--- config.mk ---
export PLATFORM = sky130hd
export DESIGN_NAME = kbd_scancode_fifo
export DESIGN_NICKNAME = d
export VERILOG_FILES = /design/src/rtl/kbd_pkg.sv /design/src/rtl/kbd_fifo_mem.sv /design/src/rtl/kbd_scancode_fifo.sv
export SDC_FILE = /design/constraint.sdc
export NUM_CORES = 1
export LEC_CHECK = 0
export ABC_AREA = 1
export BUFFER_PORTS_ARGS = -buffer_cell sky130_fd_sc_hd__buf_2
export CELL_PAD_IN_SITES_DETAIL_PLACEMENT = 0
export CELL_PAD_IN_SITES_GLOBAL_PLACEMENT = 2
export CORE_ASPECT_RATIO = 0.75
export CORE_MARGIN = 2
export CORE_UTILIZATION = 40
export DETAILED_ROUTE_END_ITERATION = 10
export PLACE_DENSITY = 0.79
export SLEW_MARGIN = 20
export SYNTH_ARGS = -nofsm -noshare
export SYNTH_HDL_FRONTEND = slang
export SYNTH_HIERARCHICAL = 1
export SYNTH_SLANG_ARGS = --single-unit
--- constraint.sdc ---
create_clock -name clock -period 5.3 [get_ports clock]
set_input_delay 0.53 -clock clock [delete_from_list [all_inputs] [get_ports clock]]
set_output_delay 0.53 -clock clock [all_outputs]
set_load 0.05 [all_outputs]
--- src/rtl/kbd_pkg.sv ---
// Shared constants and helpers for the keyboard scancode path.
package kbd_pkg;

  localparam logic [7:0] KBD_OVERFLOW_CODE = 8'hFF;
  localparam logic [7:0] KBD_EMPTY_CODE    = 8'h00;

  function automatic int depth(input int depth_log2);
    return 1 << depth_log2;
  endfunction

endpackage

--- src/rtl/kbd_fifo_mem.sv ---
// Scancode storage: circular buffer with occupancy count; write and pop take effect next cycle.
// A push into a full buffer is accepted only when a pop frees the slot in the same cycle.
module kbd_fifo_mem
  import kbd_pkg::*;
#(
  parameter int DEPTH_LOG2 = 4
) (
  input  logic                  clock,
  input  logic                  reset,
  input  logic                  push,
  input  logic                  pop,
  input  logic                  flush,
  input  logic [7:0]            din,
  output logic [7:0]            dout,
  output logic [DEPTH_LOG2:0]   count,
  output logic                  full,
  output logic                  empty
);

  localparam int                DEPTH     = depth(DEPTH_LOG2);
  localparam logic [DEPTH_LOG2:0] DEPTH_CNT = (DEPTH_LOG2 + 1)'(DEPTH);

  logic [7:0]            mem [DEPTH];
  logic [DEPTH_LOG2-1:0] wr_ptr;
  logic [DEPTH_LOG2-1:0] rd_ptr;
  logic                  do_push;
  logic                  do_pop;

  assign empty   = (count == '0);
  assign full    = (count == DEPTH_CNT);
  assign do_pop  = pop && !empty;
  assign do_push = push && (!full || do_pop);
  assign dout    = mem[rd_ptr];

  always_ff @(posedge clock or posedge reset) begin
    if (reset) begin
      wr_ptr <= '0;
      rd_ptr <= '0;
      count  <= '0;
    end else if (flush) begin
      wr_ptr <= '0;
      rd_ptr <= '0;
      count  <= '0;
    end else begin
      if (do_push) wr_ptr <= wr_ptr + DEPTH_LOG2'(1);
      if (do_pop)  rd_ptr <= rd_ptr + DEPTH_LOG2'(1);
      case ({do_push, do_pop})
        2'b10:   count <= count + (DEPTH_LOG2 + 1)'(1);
        2'b01:   count <= count - (DEPTH_LOG2 + 1)'(1);
        default: count <= count;
      endcase
    end
  end

  // Storage carries no reset; empty slots are never presented.
  always_ff @(posedge clock) begin
    if (do_push && !flush) mem[wr_ptr] <= din;
  end

endmodule

--- src/rtl/kbd_scancode_fifo.sv ---
// Captures converter keycodes into a FIFO and presents the head as port 60h data with IRQ1.
// Capture acknowledged by a one-cycle clear pulse; irq1 is held off IRQ_GAP cycles after each pop.
// Optional KBD_FIFO_OVERFLOW_MARK_EN inserts a 0xFF marker after codes were lost to a full FIFO.
module kbd_scancode_fifo
  import kbd_pkg::*;
#(
  parameter int DEPTH_LOG2 = 4,
  parameter int IRQ_GAP    = 4
) (
  input  logic                clock,
  input  logic                reset,
  input  logic                kb_irq,
  input  logic [7:0]          kb_keycode,
  output logic                kb_clear_keycode,
  input  logic                cpu_ack,
  input  logic                flush,
  output logic [7:0]          data_out,
  output logic                irq1,
  output logic [DEPTH_LOG2:0] count
);

  localparam int               GAP_W    = (IRQ_GAP > 0) ? $clog2(IRQ_GAP + 1) : 1;
  localparam logic [GAP_W-1:0] GAP_LOAD = GAP_W'(IRQ_GAP);

  logic             capture;
  logic             pop;
  logic             push;
  logic             marker_push;
  logic             full;
  logic             empty;
  logic [7:0]       din;
  logic [7:0]       head;
  logic [GAP_W-1:0] gap_cnt;
  logic [GAP_W-1:0] gap_next;

`ifdef KBD_FIFO_OVERFLOW_MARK_EN
  logic ovf_pending;

  assign marker_push = ovf_pending && !full && !flush;

  always_ff @(posedge clock or posedge reset) begin
    if (reset)                           ovf_pending <= 1'b0;
    else if (flush)                      ovf_pending <= 1'b0;
    else if (marker_push)                ovf_pending <= 1'b0;
    else if (capture && full && !pop)    ovf_pending <= 1'b1;
  end
`else
  assign marker_push = 1'b0;
`endif

  // The clear guard keeps a still-high kb_irq from being taken twice.
  assign capture  = kb_irq && !kb_clear_keycode && !flush && !marker_push;
  assign pop      = cpu_ack && !empty && !flush;
  assign push     = marker_push || (capture && (!full || pop));
  assign din      = marker_push ? KBD_OVERFLOW_CODE : kb_keycode;
  assign data_out = empty ? KBD_EMPTY_CODE : head;

  kbd_fifo_mem #(
    .DEPTH_LOG2(DEPTH_LOG2)
  ) u_mem (
    .clock (clock),
    .reset (reset),
    .push  (push),
    .pop   (pop),
    .flush (flush),
    .din   (din),
    .dout  (head),
    .count (count),
    .full  (full),
    .empty (empty)
  );

  always_comb begin
    gap_next = gap_cnt;
    if (flush)             gap_next = '0;
    else if (pop)          gap_next = GAP_LOAD;
    else if (gap_cnt != 0) gap_next = gap_cnt - GAP_W'(1);
  end

  always_ff @(posedge clock or posedge reset) begin
    if (reset) begin
      kb_clear_keycode <= 1'b0;
      gap_cnt          <= '0;
      irq1             <= 1'b0;
    end else begin
      kb_clear_keycode <= capture;
      gap_cnt          <= gap_next;
      // Low for exactly IRQ_GAP cycles after a pop, giving the 8259 a fresh edge.
      irq1             <= !flush && !pop && !empty && (gap_next == '0);
    end
  end

endmodule

==> flow_metrics.py <==
metrics = {
    "yosys": {
        "synth-main-ff-cell": "edfxtp_1",
        "syn-instance-count": 561,
        "ys_top_cells_by_count": "128 x edfxtp_1, 113 x nor2_1, 47 x o21ai_0",
        "synth_area_um2": 6480,
        "synth-edff-count": 128,
        "async_reset_ff_share_pct": 12.3,
        "ys_ff_latch": 146,
        "synth_fp_nets": 586,
        "avgSynthCellArea_um2": 11.6,
        "synth_top_area_share_pct": 59.3,
        "ys_warn_count": 6,
        "synth_top_area_cell": "edfxtp_1",
        "yosysUniqueCellTypes": 36,
        "synth.yosys.seq_area_share_pct": 66.3,
        "yosys.cell_count.top_type": "edfxtp_1",
        "yosys-top-cells-area": "edfxtp_1 59%, dfrtp_1 7.0%, nor2_1 6.5%, o211ai_1 3.7%, o21ai_0 3.6%",
    },
    "floorplanning": {
        "die_area_um2": 17200,
        "pin_count": 28,
        "rows": 40,
        "initial_utilization_pct": 40.7,
        "die_y_um": 114,
        "core_um2": 15900,
        "die_w_um": 151,
    },
    "sta": {
        "fin_crit_ps": 3340,
        "worstMarginPinSlew_ps": 1090,
        "finalSetupViolCount": 0,
        "finalSetupTns_ps": 0,
        "worst_slack_ps": 1960,
        "fmax_mhz": 300,
        "hold_violations": 0,
        "finClkSkew_ps": 9.07,
        "period_share_pct": 63.0,
        "drv_slew": 0,
        "rsz0062_at_grt": "false",
        "relSlewSlack_pct": 26.9,
    },
    "global_route": {
        "grt_max_degree": 44,
        "first_global_vias": 4056,
        "grt_first_pass_wirelength_um": 23300,
        "track_usage_pct": 18.6,
        "antenna_found_initial": 1,
        "globalRouteOverflowTotal": 0,
    },
    "cts": {
        "htree_levels": 4,
        "post-cts-setup-buffers": 0,
        "clk_pin_slew_ps": 60,
        "clock_path_buffers": 2,
        "tritoncts": "built",
        "cts_sinks": 146,
        "clkLatencyLatePin_ps": 420,
        "cts-root-buf": "clkbuf_16",
        "cts_made_buffers": 17,
    },
    "power_and_ir_drop": {
        "p_leak_nw": 2.66,
        "p_per_area_nw_per_um2": 353,
        "ir_worst_vdd_v": 0.000228,
    },
    "worst_setup_path": {
        "cp.required_ps": 4770,
        "arrival_ps": 2810,
        "crit_slowest_cell": "dfrtp_2",
        "path_max_fanout": 43,
        "start_kind": "register",
        "crit_buf_inv": 3,
        "end_kind": "output pin",
        "path_cells": "buf_4, o21ai_0, o211ai_1, nand3_1, nand2_1, inv_1, nor2_1, buf_2",
        "slowest_delay_ps": 910,
        "path_class": "reg2out",
        "cp_top_family": "flip-flops",
    },
    "layout": {
        "fill_cells": 1460,
        "area.growth.synth_to_final_pct": 13.1,
        "final_nets": 610,
        "multiInputGateArea_um2": 1870,
        "final_cell_area_um2": 7330,
        "final_util_pct": 46.0,
        "seq_area_um2": 4300,
        "final_layout_size_suffix_gt1_share_pct": 17.4,
        "n_antenna_cell": 0,
    },
    "worst_hold_path": {
        "min_path_type": "in2reg",
    },
    "placement": {
        "dp_slack_ps": 2320,
        "dp_hpwl_um": 9510,
        "place_area_um2": 6750,
        "gp_congestion": 0.805,
        "port_buffers": 27,
    },
    "route": {
        "postRouteAntennaNets": 0,
        "dr_total_vias": 4138,
        "drc": 0,
        "drt_pass1_iterations": 5,
        "drt_wl_total_um": 14900,
        "avgRoutedWirePerCell_um": 18.4,
        "routed_via_density": 5.12,
        "drt_iter0_markers": 394,
    },
    "status": {
        "status": "complete, no violations",
    },
    "flow_run": {
        "maxCapViolations": 0,
    },
}
layout make-up:
| class | instances | area share, % |
|---|---|---|
| clock inverter | 14 | 1.90 |
| sequential | 146 | 58.6 |
| multi-input combinational | 348 | 25.5 |
| tap | 210 | 3.59 |
| inverter | 40 | 2.12 |
| timing repair buffer | 32 | 2.39 |
| clock buffer | 18 | 5.86 |
stage by stage:
step	hold WS [ps]	power (mW)	cells
after floorplan	309	1.41	561
after global placement	441	1.46	775
after detailed placement	448	1.46	775
after CTS	309	2.61	808
after global routing	325	2.68	808
final	319	2.58	808
routing by layer:
metal | share of wire (%) | wire [µm] | global-route usage [%]
met3 | 4.1 | 612 | 5.38
met5 | 0.074 | 11 | 0
met4 | 1.1 | 170 | 5.23
met2 | 44 | 6550 | 26.5
met1 | 51 | 7560 | 28.0
worst paths after layout:
path | slack [ps] | cells past startpoint | start | end
max | 1960 | 8 | u_mem/rd_ptr[1] | data_out[6]
min in group asynchronous | 550 | 3 | reset | kb_clear_keycode
min | 320 | 3 | kb_irq | kb_clear_keycode
min reg2reg | 520 | 3 | kb_clear_keycode | kb_clear_keycode
max in group asynchronous | 4170 | 3 | reset | u_mem/rd_ptr[0]
max reg2reg | 2290 | 10 | u_mem/count[0] | u_mem/mem[9][7]
sequential cells by signal, indices dropped and copies added (netlist names):
register / cells
u_mem/mem: 128
u_mem/rd_ptr: 4
u_mem/wr_ptr: 4
irq1: 1
u_mem/count: 5
kb_clear_keycode: 1
gap_cnt: 3
cell families after synthesis:
kind of cell / Yosys count / synth area share [%]
fa+ha+maj: 12 / 2.43
simple gates: 224 / 15.6
buf+inv: 67 / 4.88
xor+xnor: 4 / 0.541
compound gates: 108 / 10.2
flops: 146 / 66.3
worst min-delay path, stage by stage:
cell     delay (ps)
buf_2            70
nand2_1          60
inv_1            50
layout by cell type (no fill, tap or decap), drive strengths merged:
master         n
nand4          1
o21ai         67
ha            11
o211ai        32
nand2         49
nand3         37
dfrtp         18
inv           41
xnor2          3
clkinvlp       3
bufinv         2
xor2           1
nor3           2
edfxtp       128
o31ai          2
fa             1
nor2         133
clkbuf        18
dlygate4sd3    1
a21oi          7
buf           31
nand3b         2
clkinv         8
timing repair:
item | in CTS | in global routing
hold buffers | 1 | 0
hold endpoints to repair | 5 | 0
gates resized for setup | 0 | 0
report_power, final:
part / switching, mW / internal [mW]
combinational: 0.119 / 0.0474
sequential: 0.0101 / 1.26
clock: 0.455 / 0.688
total: 0.584 / 2.00
Power figures use the tool's default switching activity.
